File: src/rtl/rgb_window_feeder.sv
// rgb_window_feeder: turns a raster-order RGB pixel stream into sliding
// 3x3x3 windows (valid convolution, stride 1) for the PE array. Two line
// buffers hold the previous two rows, and a 2-column shift register per row
// holds the older window columns. A single output register carries each
// window, and the whole pipeline stalls under downstream backpressure.
module rgb_window_feeder #(
    parameter int IMG_WIDTH  = 32,
    parameter int IMG_HEIGHT = 32,
    parameter int PIX_W      = 8
) (
    input  logic                 clk_i,
    input  logic                 rst_n,
    input  logic                 px_valid_i,
    output logic                 px_ready_o,
    input  logic [3*PIX_W-1:0]   px_data_i,
    output logic                 win_valid_o,
    input  logic                 win_ready_i,
    output logic [27*PIX_W-1:0]  win_data_o,
    output logic                 win_last_o,
    output logic                 frame_done_o
);

    localparam int COL_W = $clog2(IMG_WIDTH);
    localparam int ROW_W = $clog2(IMG_HEIGHT);
    localparam int PX_W  = 3 * PIX_W;
    localparam int CH_W  = 9 * PIX_W;

    localparam logic [1:0] ST_IDLE  = 2'd0;
    localparam logic [1:0] ST_RUN   = 2'd1;
    localparam logic [1:0] ST_FLUSH = 2'd2;
    localparam logic [1:0] ST_DONE  = 2'd3;

    logic [1:0]       state_reg;
    logic [COL_W-1:0] col_reg;
    logic [ROW_W-1:0] row_reg;

    // linebuf0 holds row r-1, linebuf1 holds row r-2 (relative to the pixel being accepted)
    logic [PX_W-1:0] linebuf0_mem [0:IMG_WIDTH-1];
    logic [PX_W-1:0] linebuf1_mem [0:IMG_WIDTH-1];

    // Older two window columns per row: index 0 is column c-2, index 1 is column c-1
    logic [PX_W-1:0] top_reg [0:1];
    logic [PX_W-1:0] mid_reg [0:1];
    logic [PX_W-1:0] bot_reg [0:1];

    logic [PX_W-1:0]    lb0_rd;
    logic [PX_W-1:0]    lb1_rd;
    logic [PX_W-1:0]    win_px [0:8];
    logic [27*PIX_W-1:0] win_next;

    logic px_acc;
    logic win_acc;
    logic col_last;
    logic row_last;
    logic win_en;

    logic                win_valid_reg;
    logic [27*PIX_W-1:0] win_data_reg;
    logic                win_last_reg;
    logic                frame_done_reg;

    assign px_ready_o   = ((state_reg == ST_IDLE) || (state_reg == ST_RUN)) &&
                          (!win_valid_reg || win_ready_i);
    assign px_acc       = px_valid_i && px_ready_o;
    assign win_acc      = win_valid_reg && win_ready_i;
    assign col_last     = (col_reg == COL_W'(IMG_WIDTH - 1));
    assign row_last     = (row_reg == ROW_W'(IMG_HEIGHT - 1));
    assign win_en       = (row_reg >= ROW_W'(2)) && (col_reg >= COL_W'(2));

    assign lb0_rd       = linebuf0_mem[col_reg];
    assign lb1_rd       = linebuf1_mem[col_reg];

    assign win_valid_o  = win_valid_reg;
    assign win_data_o   = win_data_reg;
    assign win_last_o   = win_last_reg;
    assign frame_done_o = frame_done_reg;

    // Gather the nine pixels of the window ending at the incoming pixel, k_0..k_8
    always_comb begin
        win_px[0] = top_reg[0];
        win_px[1] = top_reg[1];
        win_px[2] = lb1_rd;
        win_px[3] = mid_reg[0];
        win_px[4] = mid_reg[1];
        win_px[5] = lb0_rd;
        win_px[6] = bot_reg[0];
        win_px[7] = bot_reg[1];
        win_px[8] = px_data_i;
    end

    // Scatter each pixel's channel bytes into the channel-major window layout, k_0 at the MSB
    genvar gi, gk;
    generate
        for (gi = 0; gi < 3; gi++) begin : g_chan
            for (gk = 0; gk < 9; gk++) begin : g_tap
                assign win_next[gi*CH_W + (8-gk)*PIX_W +: PIX_W] = win_px[gk][gi*PIX_W +: PIX_W];
            end
        end
    endgenerate

    // Line buffers and column shift registers advance on every accepted pixel; contents need no reset
    always_ff @(posedge clk_i) begin
        if (px_acc) begin
            linebuf1_mem[col_reg] <= lb0_rd;
            linebuf0_mem[col_reg] <= px_data_i;
            top_reg[0] <= top_reg[1];
            top_reg[1] <= lb1_rd;
            mid_reg[0] <= mid_reg[1];
            mid_reg[1] <= lb0_rd;
            bot_reg[0] <= bot_reg[1];
            bot_reg[1] <= px_data_i;
        end
    end

    // Frame FSM and raster position counters
    always_ff @(posedge clk_i or negedge rst_n) begin
        if (!rst_n) begin
            state_reg <= ST_IDLE;
            col_reg   <= '0;
            row_reg   <= '0;
        end else begin
            case (state_reg)
                ST_IDLE, ST_RUN: begin
                    if (px_acc) begin
                        state_reg <= ST_RUN;
                        if (col_last) begin
                            col_reg <= '0;
                            if (row_last) begin
                                row_reg   <= '0;
                                state_reg <= ST_FLUSH;
                            end else begin
                                row_reg <= row_reg + 1'b1;
                            end
                        end else begin
                            col_reg <= col_reg + 1'b1;
                        end
                    end
                end
                ST_FLUSH: begin
                    if (win_acc && win_last_reg) begin
                        state_reg <= ST_DONE;
                    end
                end
                ST_DONE: begin
                    state_reg <= ST_IDLE;
                    col_reg   <= '0;
                    row_reg   <= '0;
                end
                default: state_reg <= ST_IDLE;
            endcase
        end
    end

    // Output register: load a new window, or drop valid once the held window is taken
    always_ff @(posedge clk_i or negedge rst_n) begin
        if (!rst_n) begin
            win_valid_reg <= 1'b0;
            win_data_reg  <= '0;
            win_last_reg  <= 1'b0;
        end else if (px_acc && win_en) begin
            win_valid_reg <= 1'b1;
            win_data_reg  <= win_next;
            win_last_reg  <= row_last && col_last;
        end else if (win_acc) begin
            win_valid_reg <= 1'b0;
            win_last_reg  <= 1'b0;
        end
    end

    // One-cycle completion pulse in the cycle after the final window is taken
    always_ff @(posedge clk_i or negedge rst_n) begin
        if (!rst_n) begin
            frame_done_reg <= 1'b0;
        end else begin
            frame_done_reg <= (state_reg == ST_FLUSH) && win_acc && win_last_reg;
        end
    end

endmodule

File: config.mk
export PLATFORM = sky130hd
export DESIGN_NAME = rgb_window_feeder
export DESIGN_NICKNAME = d
export VERILOG_FILES = /design/src/rtl/rgb_window_feeder.sv
export SDC_FILE = /design/constraint.sdc
export NUM_CORES = 1
export LEC_CHECK = 0
export BUFFER_PORTS_ARGS = -buffer_cell sky130_fd_sc_hd__clkbuf_2
export CORE_MARGIN = 2
export CORE_UTILIZATION = 55
export CTS_CLUSTER_SIZE = 14
export DETAILED_ROUTE_END_ITERATION = 6
export HOLD_SLACK_MARGIN = 0.02
export PLACE_DENSITY = 0.75
export SYNTH_ARGS = -nofsm -noshare
export SYNTH_HDL_FRONTEND = slang
export SYNTH_SLANG_ARGS = --single-unit
export TNS_END_PERCENT = 5
File: constraint.sdc
create_clock -name clk_i -period 5.85 [get_ports clk_i]
set_clock_uncertainty 0.15 [all_clocks]
set_input_delay 0.2925 -clock clk_i [delete_from_list [all_inputs] [get_ports clk_i]]
set_output_delay 0.2925 -clock clk_i [all_outputs]
set_load 0.02 [all_outputs]
==> Yosys cells after proc, flatten, opt, wreduce, memory -nomap -nowiden <==
Memories as Yosys holds them, arrays and structs flattened. A register that Yosys moved wholly into a read port is not among the register bits.
Index checks and enable logic that the tools add are counted.
{ "word_totals": {"reg_bits": 231, "inputBits": 28, "memories": 5, "ram_bits": 1680} }
{ "classes": {"reduce_logical": 22, "n_lt_le_gt_ge": 2, "n_eq_ne": 8, "n_mux": 17, "addsub": 2} }
{ "memory_table": {"columns": ["name", "words", "word_bits", "read_ports", "rd_clocked_by_memory_dff", "write_ports", "line_no", "text"], "rows": [
  ["linebuf0_mem", 32, 24, 1, 0, 1, "38", "logic [PX_W-1:0] linebuf0_mem [0:IMG_WIDTH-1];"],
  ["linebuf1_mem", 32, 24, 1, 0, 1, "39", "logic [PX_W-1:0] linebuf1_mem [0:IMG_WIDTH-1];"],
  ["bot_reg", 2, 24, 2, 1, 2, "44", "logic [PX_W-1:0] bot_reg [0:1];"],
  ["mid_reg", 2, 24, 2, 1, 2, "43", "logic [PX_W-1:0] mid_reg [0:1];"],
  ["top_reg", 2, 24, 2, 1, 2, "42", "logic [PX_W-1:0] top_reg [0:1];"]
]} }
{ "ops": {"columns": ["op", "n"], "rows": [
  ["5-bit 2-to-1 mux", 5],
  ["5-bit case mux with 2 select lines", 2],
  ["5-bit by 1-bit adder with 5-bit output (second input constant)", 2],
  ["5-bit == test (second input constant)", 2],
  ["5-bit by 2-bit >= comparator with 1-bit output (second input constant)", 2],
  ["1-bit logical AND", 9],
  ["2-bit 2-to-1 mux", 4],
  ["2-bit != test (second input constant)", 3],
  ["2-bit case mux with 3 select lines", 1],
  ["1-bit 2-to-1 mux", 5],
  ["2-bit == test (second input constant)", 2],
  ["1-bit logical NOT", 4],
  ["2-bit AND reduction", 2],
  ["2-bit nonzero test", 2],
  ["3-bit AND reduction", 1],
  ["2-bit by 1-bit == test with 1-bit output (second input constant)", 1],
  ["2-bit logical NOT", 1],
  ["1-bit logical OR", 2],
  ["2-bit OR reduction", 1]
]} }

==> Depth between registers and ports, before layout <==
Gate-level depths: netlist (run 1).
{ "depth": {"word_depth": 6, "ltp_mapped": 10, "depth_no_buf": 7} }

==> Worst setup path after synthesis (run 1) <==
OpenSTA, ideal clock, no wires.
{ "synth_timing": {"path_kind": "register to register", "from": "register win_valid_reg, in the netlist win_valid_o", "to": "memory linebuf0_mem[0][0] (netlist name) (enable)", "path_buffers": 0, "setup_ns": 0.476, "slack_ns": -0.538, "t_arrival_ns": 5.762, "stages_incl_launch_ff": 6, "cell_sequence": "dfrtp_1 -> nand2b_1 -> nand3_1 -> clkinv_1 -> nand2_1 -> nor2_1"} }
{ "synth_between": {"elab_chain_cells": 6} }
{ "synth_lines": {"columns": ["element", "line_no", "text"], "rows": [
  ["start: declaration", "57", "logic win_valid_reg;"],
  ["start signal: assignment", "157", "win_valid_reg <= 1'b0;"],
  ["start signal: assignment", "161", "win_valid_reg <= 1'b1;"],
  ["start signal: assignment", "165", "win_valid_reg <= 1'b0;"],
  ["1-bit logical NOT", "63", "(!win_valid_reg || win_ready_i);"],
  ["1-bit logical OR", "63", null],
  ["1-bit logical AND", "62", "assign px_ready_o = ((state_reg == ST_IDLE) || (state_reg == ST_RUN)) &&"],
  ["1-bit logical AND", "64", "assign px_acc = px_valid_i && px_ready_o;"],
  ["net px_acc", "51", "logic px_acc;"],
  ["1-bit 2-to-1 mux", "103", "if (px_acc) begin"],
  ["1-bit 2-to-1 mux (implied by the code)", "105", "linebuf0_mem[col_reg] <= px_data_i;"],
  ["end: declaration", "38", null]
]} }
The timed path passes the listed nets, and every way through them passes these cells.

==> Worst setup path after layout (run 1) <==
{ "layout_timing": {"from": "register col_reg[4]", "to": "register win_data_reg[174], in the netlist win_data_o[174]"} }
{ "layout_lines": {"columns": ["element", "line_no", "text"], "rows": [
  ["start: declaration", "34", "logic [COL_W-1:0] col_reg;"],
  ["start signal: assignment", "135", "col_reg <= col_reg + 1'b1;"],
  ["memory 32 x 24 bit", null, null],
  ["net lb0_rd[22]", "46", "logic [PX_W-1:0] lb0_rd;"],
  ["end signal: assignment", "162", "win_data_reg <= win_next;"],
  ["end: declaration", "58", "logic [27*PIX_W-1:0] win_data_reg;"]
]} }
The timed path passes the listed nets, and every way through them passes these cells.
A chain may end at the register's enable or synchronous reset.

==> flow_summary.yaml, run 1 <==
outcome:
  status: "finished clean"
global_routing:
  grtUsageTotal_pct: 26.62
  antenna_found_initial: 1
  grt_max_degree: 125
  grt_pass1_vias: 37239
  grt_pass1_wl_mm: 253.8
  overflow: 0
critical_path:
  rr_startpoint: "col_reg[4]"
  crit_start: "col_reg[4]"
  path_class: "flip-flop to flip-flop"
  end_kind: "flip-flop"
  cp_data_required_time_ns: 6.40
  crit_fanout: 34
  cp.arrival_ns: 5.01
  start_kind: "flip-flop"
place:
  gp_congestion: 0.8359
  preCtsSetupSlack_ns: 1.390
  placed_area_sq_um: 75410
  post-dp-hpwl_mm: 95.49
  io_buffers: 247
detailed_routing:
  wl_per_cell_um: 29.33
  first_pass_iters: 6
  vias_per_cell: 6.274
  antenna_left: 0
  drtIter0Drc: 4981
  drc: 0
  num_vias: 37774
  routed_wl_mm: 176.6
timing:
  tightest_slew_ns: 1.167
  layout_setup_ws_ns: 1.398
  rsz0062_at_grt: "false"
  finalSetupTns_ns: 0
  finalMaxSlewViolations: 0
  hold_violations: 0
  min_period_over_period_pct: 76.11
  fin_crit_ns: 4.452
  setup_viol: 0
  max_freq_mhz: 224.6
  relSlewSlack_pct: 21.78
synthesis:
  synth-seq-area-share_pct: 78.82
  syn-instance-count: 3759
  synth_seq_cells: 1911
  syn_area_sq_um: 71340
  async_flop_share_pct: 12.09
  synth-warning-count: 0
  synth-edff-count: 1680
  avgSynthCellArea_sq_um: 18.98
  synth-main-ff-cell: "edfxtp_1"
  synthesis.nets: 3795
  synth.distinct_cells: 39
pwr:
  ir_drop_mv: 0.3319
  power_density_nw_per_um2: 322.1
  p_comb_share_pct: 0.6
  p_leak_nw: 26.62
  switching_share_pct: 19.48
  clkPwrFrac_pct: 43.2
  p_int_mw: 21.10
  switchingPower_mw: 5.105
  pwr-share-seq_pct: 56.2
die:
  core_sq_um: 129200
  initial_core_util_pct: 55.23
  rows: 132
  dieArea_sq_um: 132600
  io_pins: 248
  fp.dieH_um: 364.1
  die_w_um: 364.1
clock_tree:
  cts.path.max_buffers: 3
  cts_buffers: 181
  cts_setup_buffers: 0
  cts.sinks: 1911
  worstSkewPairLatency_ns: 0.83
  clk_pin_slew_ns: 0.06
  cts_tree: "done"
  cts_max_level: 4
  clockRootBuffer: "clkbuf_16"
layout:
  final_common_cell: "edfxtp_1"
  fillers: 8784
  syn2layout_area_growth_pct: 14.03
  final_cell_mix: "1,680 x edfxtp_1, 768 x mux2i_1, 384 x o22ai_1"
  fin_area_sq_um: 81350
  drive_gt1_share_pct: 20.70
  fin_nets: 4157
min_path:
  min_from: "px_data_i[1]"
  hold_class: "input pin to flip-flop"
job:
  maxCapViolCount: 0
==> cell families (layout without fill, tap and decap cells) <==
logic type / Yosys count / after routing / share of synthesized area (%)
flops: 1911 / 1911 / 78.82
mux: 984 / 984 / 14.19
compound gates: 404 / 404 / 3.520
simple gates: 245 / 245 / 1.894
buf+inv: 207 / 724 / 1.438
fa+ha+maj: 8 / 8 / 0.1403
other cells: 0 / 3 / 0
==> layout make-up <==
| cell class | instances | area [sq um] | share of cell area (%) |
|---|---|---|---|
| sequential | 1911 | 56230 | 69.13 |
| multi-input combinational | 1641 | 14440 | 17.74 |
| clock buffer | 256 | 5037 | 6.192 |
| timing repair buffer | 381 | 2710 | 3.331 |
| tap | 1742 | 2180 | 2.679 |
| clock inverter | 82 | 719.4 | 0.8844 |
| inverter | 5 | 26.28 | 0.03230 |
| antenna | 3 | 7.507 | 0.009228 |
==> worst paths after layout <==
path,cells after the start,slack (ns),end
setup / recovery,6,1.40,win_data_o[174]
hold / removal,1,0.04,linebuf0_mem[12][1]
setup reg to reg,6,1.40,win_data_o[174]
hold reg to reg,0,0.29,top_reg[0][16]
max in group asynchronous,4,4.25,win_data_o[9]
min in group asynchronous,4,0.54,win_data_o[64]
==> metal layers <==
metal,vias up,track usage (%),share of wire [%]
met1,19348,36.91,39
met3,376,5.006,10
met2,2207,42.75,48
met5,-,0,0
met4,0,9.156,3.2
li1,15843,-,-
==> critical path: stages (launching register included) <==
cell and delay, ns:
dfrtp_1 0.96, or4b_2 0.82, buf_4 0.51, o22ai_1 0.18
nor4_1 0.44, nand2_1 0.69, mux2_2 0.54
==> synthesized netlist by cell type, drive strengths merged (3+ instances only) <==
library cell / count / area [sq um]
nand2: 60 / 225.2
edfxtp: 1680 / 50450
nor2: 41 / 153.9
nor4: 96 / 600.6
dfrtp: 231 / 5781
inv: 4 / 15.01
nand3b: 3 / 22.52
o22ai: 384 / 2402
ha: 8 / 100.1
buf: 157 / 838.3
a31oi: 3 / 18.77
nand3: 7 / 35.03
nand4: 3 / 18.77
mux2: 216 / 2432
a21oi: 10 / 50.05
nand4bb: 6 / 67.56
or4: 4 / 30.03
clkbuf: 45 / 168.9
nor3: 6 / 30.03
o21ai: 6 / 30.03
nand4b: 4 / 41.29
or4b: 5 / 53.80
mux2i: 768 / 7687
==> through the flow <==
step	utilization [%]	hold WS, ns	instances	total power [mW]
after CTS	62.98	0.03104	6018	26.32
after detailed placement	58.38	0.1673	5664	15.15
after global placement	58.38	0.1625	5664	15.15
after global routing	62.98	0.06330	6018	26.85
after floorplan	-	-0.1531	3759	15.02
final	62.99	0.03551	6021	26.20
==> power by group through the flow <==
stage	Sequential [mW]	Clock (mW)	Combinational, mW
2_1_floorplan	15.0	0	0.000247
3_3_place_gp	15.0	0	0.133
3_5_place_dp	15.0	0	0.139
4_1_cts	14.7	11.4	0.150
5_1_grt	14.7	12.0	0.163
6_report	14.7	11.3	0.146
==> timing repair <==
item,CTS,global route
gates resized for setup,0,0
hold endpoints to repair,335,0
hold buffers,16,0
(Power assumes the default switching activity.)
==> run 2, diff against run 1 <==
clock period = 3.7 ns   (was 5.85 ns; I/O delays follow)
==> flow_summary.yaml, run 2 (same netlist as run 1, synthesis figures left out) <==
outcome:
  status: "finished clean"
place:
  preCtsSetupSlack_ns: 0.2362
  gp_congestion: 0.8251
  placed_area_sq_um: 76370
  io_buffers: 247
  place_inst: 5744
  post-dp-hpwl_mm: 98.56
critical_path:
  cp_data_required_time_ns: 4.27
  crit_fanout: 34
  rr_startpoint: "col_reg[3]"
  crit_chain: "or4b_4 -> buf_4 -> o22ai_1 -> nor4_1 -> buf_4 -> nand2_1 -> buf_4 -> mux2_2"
  r2r_setup_slack_ns: 0.07
  worstReg2RegEnd: "win_data_o[101]"
  end_kind: "flip-flop"
  critical_path.most_common_cell: "buf_4"
  slowest_delay_ns: 0.84
  path_class: "flip-flop to flip-flop"
  cp_slowest_cell: "dfrtp_1"
  path_delay_family: "simple AND/OR/NAND/NOR gates"
  cp.arrival_ns: 4.20
  r2r_cells: 8
  start_kind: "flip-flop"
  critPathBufInv: 3
pwr:
  power_density_nw_per_um2: 512.3
  ir_drop_mv: 0.5442
  p_leak_nw: 27.42
timing:
  setup_viol: 0
  layout_setup_ws_ns: 0.07494
  relSlewSlack_pct: 37.70
  finalMaxSlewViolations: 0
  max_freq_mhz: 275.9
  min_period_over_period_pct: 97.97
  rsz0062_at_grt: "false"
  hold_violations: 0
  tightest_slew_ns: 0.9345
  fin_crit_ns: 3.625
clock_tree:
  clockRootBuffer: "clkbuf_16"
  worstSkewPairLatency_ns: 0.85
  cts.path.max_buffers: 3
  clk_pin_slew_ns: 0.07
  cts_tree: "done"
  cts_max_level: 4
  cts_buffers: 187
  cts.sinks: 1911
  cts_setup_buffers: 0
min_path:
  min_to: "mid_reg[0][14]"
  holdPathStages: 0
  min_from: "mid_reg[1][14]"
  hold_class: "flip-flop to flip-flop"
layout:
  final_cells: 6123
  fillers: 8595
  final_common_cell: "edfxtp_1"
  fin_area_sq_um: 82920
  fin_nets: 4258
  drive_gt1_share_pct: 22.45
  final_cell_mix: "1,680 x edfxtp_1, 768 x mux2i_1, 384 x o22ai_1"
  syn2layout_area_growth_pct: 16.24
detailed_routing:
  drtIter0Drc: 4625
  drc: 0
  vias_per_cell: 6.299
  wl_per_cell_um: 29.23
  first_pass_iters: 6
  routed_wl_mm: 179.0
  num_vias: 38569
  antenna_left: 0
global_routing:
  grtUsageTotal_pct: 26.93
  grt_max_degree: 123
  grt_pass1_wl_mm: 255.5
  antenna_found_initial: 4
  grt_pass1_vias: 37494
  overflow: 0
die:
  initial_core_util_pct: 55.23
  core_sq_um: 129200
  fp.dieH_um: 364.1
  die_w_um: 364.1
  dieArea_sq_um: 132600
  rows: 132
  io_pins: 248
job:
  maxCapViolCount: 0
==> run 2: through the flow <==
stage / total power [mW] / util, % / hold WS (ns) / setup TNS (ns)
after global routing: 43.58 / 64.20 / 0.3077 / 0
after detailed placement: 23.96 / 59.13 / 0.1556 / 0
after CTS: 42.69 / 64.20 / 0.2915 / 0
after global placement: 23.95 / 59.13 / 0.1536 / 0
final: 42.48 / 64.20 / 0.2908 / 0
after floorplan: 23.74 / - / -0.2606 / -34.97
==> run 2: final cells by class <==
cell class	instances	area (sq um)	share of cell area [%]
timing repair buffer	476	3811	4.596
clock buffer	240	5074	6.119
antenna	2	5.005	0.006036
multi-input combinational	1641	14440	17.41
inverter	5	31.28	0.03772
sequential	1911	56230	67.82
clock inverter	106	1147	1.384
tap	1742	2180	2.629
==> run 2: worst max path at each step <==
stage / end / start / depth (start not counted) / slack, ns
floorplan: linebuf0_mem[19][0] / col_reg[3] / 4 / -0.27
global placement: win_data_o[171] / col_reg[3] / 7 / 0.34
detailed placement: win_data_o[26] / col_reg[3] / 7 / 0.24
CTS: win_data_o[26] / col_reg[3] / 7 / 0.20
global route: win_data_o[103] / col_reg[3] / 7 / 0.01
finish: win_data_o[101] / col_reg[3] / 8 / 0.07
==> run 2: layer usage <==
| metal | part of all wire [%] | wire, um | vias up | track usage (%) |
|---|---|---|---|---|
| met1 | 39 | 70200 | 19848 | 37.95 |
| met3 | 11 | 19950 | 379 | 6.001 |
| met2 | 46 | 82720 | 2267 | 41.62 |
| met5 | 0.016 | 29 | - | 0 |
| li1 | - | - | 16071 | - |
| met4 | 3.4 | 6100 | 4 | 9.828 |
==> run 2: what timing repair did <==
| item | 4_1_cts | 5_1_grt |
|---|---|---|
| hold buffers | 31 | 0 |
| resized for setup | 0 | 0 |
| endpoints found under the hold margin | 1056 | 0 |
==> run 2: report_power, final <==
| part | switching [mW] | total (mW) | leakage (nW) | internal, mW |
|---|---|---|---|---|
| combinational | 0.197 | 0.240 | 6.07 | 0.0427 |
| sequential | 0 | 23.3 | 18.3 | 23.3 |
| clock | 8.13 | 19.0 | 3.04 | 10.8 |
| total | 8.32 | 42.5 | 27.4 | 34.2 |
